[src/rtl/hex_scan_display_pkg.sv]
// Shared types and constants for the hex/decimal scanned display.
package hex_scan_display_pkg;

    localparam int DIGITS = 8;

    typedef enum logic [1:0] {
        IDLE,
        SHIFT,
        DONE
    } state_t;

    // Active-low seven-segment glyph {g,f,e,d,c,b,a} for one hex digit.
    function automatic logic [6:0] glyph(input logic [3:0] d);
        logic [6:0] g;
        case (d)
            4'h0: g = 7'h40;
            4'h1: g = 7'h79;
            4'h2: g = 7'h24;
            4'h3: g = 7'h30;
            4'h4: g = 7'h19;
            4'h5: g = 7'h12;
            4'h6: g = 7'h02;
            4'h7: g = 7'h78;
            4'h8: g = 7'h00;
            4'h9: g = 7'h10;
            4'hA: g = 7'h08;
            4'hB: g = 7'h03;
            4'hC: g = 7'h46;
            4'hD: g = 7'h21;
            4'hE: g = 7'h06;
            default: g = 7'h0E;
        endcase
        return g;
    endfunction

endpackage

[src/rtl/hex_scan_display_bin2bcd_seq.sv]
// Sequential double-dabble: one add-3/shift iteration per clock, 32 in all.
module bin2bcd_seq (
    input  logic        clk,
    input  logic        reset,
    input  logic        start,
    input  logic [31:0] bin,
    output logic [39:0] bcd,
    output logic        done
);

    logic [31:0] sh;
    logic [4:0]  cnt;
    logic        run;
    logic [39:0] adj;

    // Add 3 to every BCD nibble that is 5 or more, ahead of the shift.
    always_comb begin
        adj = bcd;
        for (int i = 0; i < 10; i++)
            if (bcd[i*4 +: 4] >= 4'd5)
                adj[i*4 +: 4] = bcd[i*4 +: 4] + 4'd3;
    end

    // High during the cycle whose edge performs the final iteration, so the
    // sequencer can leave its shift state exactly as the result settles.
    assign done = run && (cnt == 5'd31);

    // Load on start, then iterate until 32 shifts are done.
    always_ff @(posedge clk or negedge reset) begin
        if (!reset) begin
            sh  <= '0;
            bcd <= '0;
            cnt <= '0;
            run <= 1'b0;
        end else if (start) begin
            sh  <= bin;
            bcd <= '0;
            cnt <= '0;
            run <= 1'b1;
        end else if (run) begin
            {bcd, sh} <= {adj[38:0], sh, 1'b0};
            cnt       <= cnt + 5'd1;
            if (cnt == 5'd31)
                run <= 1'b0;
        end
    end

endmodule

[src/rtl/hex_scan_display.sv]
// Eight-digit multiplexed seven-segment driver showing a 32-bit value in hex
// or unsigned decimal; decimal goes through a sequential BCD converter.
module hex_scan_display
    import hex_scan_display_pkg::*;
#(
    parameter int CLK_DIV = 1000
) (
    input  logic        clk,
    input  logic        reset,
    input  logic [31:0] data_in,
    input  logic        mode,
    output logic [7:0]  AN,
    output logic [6:0]  SEG,
    output logic        DP,
    output logic        busy,
    output logic        overflow
);

    localparam int PW = $clog2(CLK_DIV);

    state_t                  state;
    logic [31:0]             shown_val;
    logic                    shown_mode;
    logic                    changed;
    logic                    start;
    logic [39:0]             bcd;
    logic                    cvt_done;
    logic [DIGITS-1:0][3:0]  digs;
    logic [DIGITS-1:0]       blank;
    logic [DIGITS-1:0][3:0]  nxt_digs;
    logic [DIGITS-1:0]       nxt_blank;
    logic                    nxt_ovf;
    logic                    lead;
    logic [PW-1:0]           pres;
    logic [2:0]              idx;

    assign changed = (data_in != shown_val) || (mode != shown_mode);
    assign start   = (state == IDLE) && changed && mode;

    bin2bcd_seq u_b2b (
        .clk   (clk),
        .reset (reset),
        .start (start),
        .bin   (data_in),
        .bcd   (bcd),
        .done  (cvt_done)
    );

    // Digits, blanking and overflow to commit; leading zeros are judged over
    // all ten BCD digits so an overflowed value never blanks its low digits.
    always_comb begin
        nxt_digs  = shown_val;
        nxt_blank = '0;
        nxt_ovf   = 1'b0;
        lead      = 1'b0;
        if (shown_mode) begin
            nxt_digs = bcd[31:0];
            nxt_ovf  = |bcd[39:32];
            lead     = !nxt_ovf;
            for (int i = DIGITS-1; i > 0; i--) begin
                lead         = lead && (bcd[i*4 +: 4] == 4'd0);
                nxt_blank[i] = lead;
            end
        end
    end

    // Control FSM: detect a new value/mode, convert if decimal, commit in DONE.
    always_ff @(posedge clk or negedge reset) begin
        if (!reset) begin
            state      <= IDLE;
            shown_val  <= '0;
            shown_mode <= 1'b0;
            busy       <= 1'b0;
            digs       <= '0;
            blank      <= '0;
            overflow   <= 1'b0;
        end else begin
            case (state)
                IDLE: if (changed) begin
                    shown_val  <= data_in;
                    shown_mode <= mode;
                    busy       <= 1'b1;
                    state      <= mode ? SHIFT : DONE;
                end
                SHIFT: if (cvt_done) state <= DONE;
                DONE: begin
                    digs     <= nxt_digs;
                    blank    <= nxt_blank;
                    overflow <= nxt_ovf;
                    busy     <= 1'b0;
                    state    <= IDLE;
                end
                default: state <= IDLE;
            endcase
        end
    end

    // Prescaled digit scan; outputs register the digit selected before this edge.
    always_ff @(posedge clk or negedge reset) begin
        if (!reset) begin
            pres <= '0;
            idx  <= '0;
            AN   <= 8'hFF;
            SEG  <= 7'h7F;
            DP   <= 1'b1;
        end else begin
            if (pres == PW'(CLK_DIV-1)) begin
                pres <= '0;
                idx  <= idx + 3'd1;
            end else begin
                pres <= pres + 1'b1;
            end
            AN  <= ~(8'd1 << idx);
            SEG <= blank[idx] ? 7'h7F : glyph(digs[idx]);
            DP  <= !(overflow && (idx == 3'(DIGITS-1)));
        end
    end

endmodule
[config.mk]
export PLATFORM = sky130hd
export DESIGN_NAME = hex_scan_display
export DESIGN_NICKNAME = d
export VERILOG_FILES = /design/src/rtl/hex_scan_display_pkg.sv /design/src/rtl/hex_scan_display_bin2bcd_seq.sv /design/src/rtl/hex_scan_display.sv
export SDC_FILE = /design/constraint.sdc
export NUM_CORES = 1
export LEC_CHECK = 0
export ABC_AREA = 1
export CAP_MARGIN = 20
export CORE_MARGIN = 1.5
export CORE_UTILIZATION = 40
export CTS_BUF_LIST = sky130_fd_sc_hd__clkbuf_8
export CTS_CLUSTER_DIAMETER = 50
export DETAILED_ROUTE_END_ITERATION = 16
export HOLD_SLACK_MARGIN = 0.05
export SLEW_MARGIN = 20
export SYNTH_ARGS = -nofsm -noshare
export SYNTH_HDL_FRONTEND = slang
export SYNTH_SLANG_ARGS = --single-unit
[constraint.sdc]
create_clock -name clk -period 3.8 [get_ports clk]
set_input_delay 0.76 -clock clk [delete_from_list [all_inputs] [get_ports clk]]
set_output_delay 0.76 -clock clk [all_outputs]
set_load 0.05 [all_outputs]
==> results.md <==
- Buf/Inv on CP: 2
- Final antenna diode count: 0
- Hold crit path type: input pin to asynchronous set/reset pin
- Avg Inst Size Synth: 7.75 sq um
- DP HPWL: 17.5 mm
- Post-synth design cell area: 10,200 sq um
- Worst EP arrival: 3.27 ns
- Top delay family on crit path: simple AND/OR/NAND/NOR gates
- Final core utilization: 45.4%
- Syn Inst Count: 1,311
- WL/cell: 14.9 um
- Most Frequent Cell on Critical Path: nand2_1
- Sw frac: 44.2%
- Skew final: 0.0231 ns
- Die height: 162 um
- DR pass1 iterations: 5
- Synth warnings: 0
- Sequential element share of the synthesized area: 45.3%
- DRT antenna net count: 0
- Worst-path clk slew: 0.10 ns
- Fin nets: 1,414
- CP Launch Type: input pin
- Vias in the first global route: 7,940
- Hold Buf Count CTS: 0
- Via density: 5.02
- RSZ-0062 raised after global routing: false
- Most frequent cells in the layout: nand2_1, inv_1, dfrtp_1, o21ai_0, nor2_1
- Max cap viols: 0
- CTS tree: yes
- Initial DRC count: 632
- Register area: 4600 sq um
- Largest net degree at the start of global routing: 88
- Grt ovf: 0
- Longest Clk Path Bufs: 2
- Top-Level Pins: 53
- Status: completed
- Clk Latency, worst-skew pair: 0.48 ns
- Pint: 4.75 mW
- Reg2Reg Setup Slack: 1.19 ns
- Setup TNS: 0 ns
- Gpl congestion: 0.840
- Clock share of power: 15.9%
- Initial antenna violation count: 0
- Final setup fails: 0
- Worst slew pin tran: 1.01 ns
- Switching pwr: 3.76 mW
- DR vias: 8,430
- Fmax: 343 MHz
- Req. time, crit path: 4.16 ns
- Gate power share: 45.1%
- R2R depth: 11
- Layout fillers: 2,523
- Critical path origin: data_in[28]
- Footprint of the multi-input gates: 4610 sq um
- Share of power burned in registers: 39.0%
- Die width: 162 um
- Htree depth: 4
- Num CTS Buffers: 17
- VDD IR max: 375 uV
- Post-synth net total: 1,390
- Final Max Tran Viols: 0
- TritonCTS sink count: 183
- Crit path max-delay cell type: clkdlybuf4s50_1
- Final min period: 2.91 ns
- Crit-path max cell delay: 0.49 ns
- Final Hold Vio Count: 0
- Total GRT Usage: 20.0%
- Core area: 25,000 sq um
- Crit path capture type: flop
- Distinct cells, synth: 36
- Leading cell type in the layout, fill and taps excluded: nand2_1
- Launch point of the worst reg-to-reg path: shown_val[28]$_DFFE_PN0P_
- Period utilization: 76.6%
- Die area: 26,400 sq um
- Final wirelength: 25.1 mm
- DRC viols: 0
- #FFs+latches synth: 183
- Synth-to-layout area growth: 12.0%
- Worst Path Max Fanout: 40
- Reg2reg end: u_b2b.sh[22]$_DFFE_PN0P_
- CP Capture Point: u_b2b.sh[22]$_DFFE_PN0P_
- Crit path cell chain: clkdlybuf4s50_1 > xnor2_1 > nand2_1 > nor2_1 > nand2_1 > nor2_1 > nand3_2 > nand3_4 > buf_12 > nand2_1 > nand2_1 > nand2_1
- Pleak: 5.72 nW
- Row cnt: 58
- Slew headroom: 32.8%
- Initial Utilization: 40.6%
- Setup bufs post-CTS: 0
- Gates resized, CTS repair: 0
- Power, Total: 8.52 mW
- Final cell area excluding filler cells: 11,400 sq um
- Port-buffer cells: 52
- Layout cells sized above 1: 6.31%
- Worst Path Class, Setup: input pin to flop
- Critical path depth: 12
- Pwr Density: 749 nW/um^2
- Clock root cell: clkbuf_8
- DP Area: 11,000 sq um
- First-pass GRT wire length: 41.6 mm
-- flip-flops by register name, summed over array words and instances (netlist names) --
signal and count:
state 2, digs 32, pres 10, idx 3, shown_val 32, DP 1
u_b2b.cnt 5, u_b2b.sh 32, SEG 7, u_b2b.bcd 40, overflow 1, blank 7
AN 8, u_b2b.run 1, shown_mode 1, busy 1
-- metal layers --
layer,vias up,GRT usage (%),part of all wire (%)
met1,3978,29.2,50
met2,176,30.5,44
met4,0,4.84,1.3
li1,4252,-,-
met3,24,3.59,4.5
met5,-,0,0
-- stage by stage --
stage               setup WS (ns)  instances  hold WS (ns)
floorplan                    1.74       1311         0.433
global placement            0.442       1646         0.438
detailed placement          0.397       1646         0.442
CTS                         0.902       1678         0.337
global route                0.640       1678         0.352
finish                      0.888       1678         0.300
-- cell type report --
class,count,area share [%]
clock buffer,18,2.18
clock inverter,14,1.32
inverter,171,5.64
multi-input combinational,892,40.6
sequential,183,40.4
tap,330,3.63
timing repair buffer,70,6.24
-- cell usage after synthesis --
| cell | n | area share, % |
|---|---|---|
| buf_1 | 3 | 0.11 |
| dfrtp_1 | 167 | 41 |
| nor2_2 | 1 | 0.062 |
| nor2_1 | 68 | 2.5 |
| o22ai_1 | 15 | 0.92 |
| nand2_1 | 369 | 14 |
| o21ai_0 | 153 | 7.5 |
| nor3_2 | 1 | 0.099 |
| buf_4 | 8 | 0.59 |
| dfstp_2 | 16 | 4.1 |
| nand4_1 | 43 | 2.6 |
| clkbuf_1 | 39 | 1.4 |
| o21ai_2 | 1 | 0.086 |
| o31ai_1 | 1 | 0.074 |
| nand3_1 | 62 | 3.1 |
| xnor2_1 | 21 | 1.8 |
| buf_2 | 10 | 0.49 |
| inv_1 | 168 | 6.2 |
| a31oi_1 | 2 | 0.12 |
| o311ai_0 | 2 | 0.17 |
| nand3_2 | 2 | 0.20 |
| nor4_1 | 1 | 0.062 |
| or2_2 | 7 | 0.43 |
| o211ai_1 | 8 | 0.59 |
| inv_2 | 2 | 0.074 |
| o21ai_1 | 9 | 0.44 |
| buf_6 | 5 | 0.55 |
| o221ai_1 | 1 | 0.086 |
| ha_1 | 44 | 5.4 |
| xor2_1 | 20 | 1.7 |
| mux2i_1 | 9 | 0.89 |
| nor3_1 | 7 | 0.34 |
| a21oi_1 | 42 | 2.1 |
| a21o_1 | 1 | 0.074 |
| nor3b_1 | 2 | 0.15 |
| clkinv_1 | 1 | 0.037 |
-- cells by family after synthesis --
group / synth area share [%]
multiplexers: 0.887
flip-flops: 45.3
adder cells (fa/ha/maj): 5.42
XOR/XNOR: 3.53
buffers and inverters: 9.51
AND/OR/NAND/NOR: 23.2
AO/OA/AOI/OAI: 12.2
-- power groups by stage --
| stage | Clock (mW) | Combinational (mW) | Sequential [mW] |
|---|---|---|---|
| after floorplan | 0 | 2.86 | 3.31 |
| after global placement | 0 | 3.76 | 3.33 |
| after detailed placement | 0 | 3.84 | 3.35 |
| after CTS | 1.39 | 3.86 | 3.32 |
| after global routing | 1.47 | 4.47 | 3.42 |
| final | 1.36 | 3.84 | 3.32 |
-- how the worst min path moves through the flow --
| stage | to | slack [ns] | start |
|---|---|---|---|
| 2_1_floorplan | pres[0]$_DFF_PN0_ | 0.43 | pres[0]$_DFF_PN0_ |
| 3_3_place_gp | DP$_DFF_PN1_ | 0.44 | overflow$_DFFE_PN0P_ |
| 3_5_place_dp | DP$_DFF_PN1_ | 0.44 | overflow$_DFFE_PN0P_ |
| 4_1_cts | pres[4]$_DFF_PN0_ | 0.34 | reset |
| 5_1_grt | pres[4]$_DFF_PN0_ | 0.35 | reset |
| 6_report | pres[6]$_DFF_PN0_ | 0.30 | reset |
Note: power is estimated with default switching activity, not from simulation.
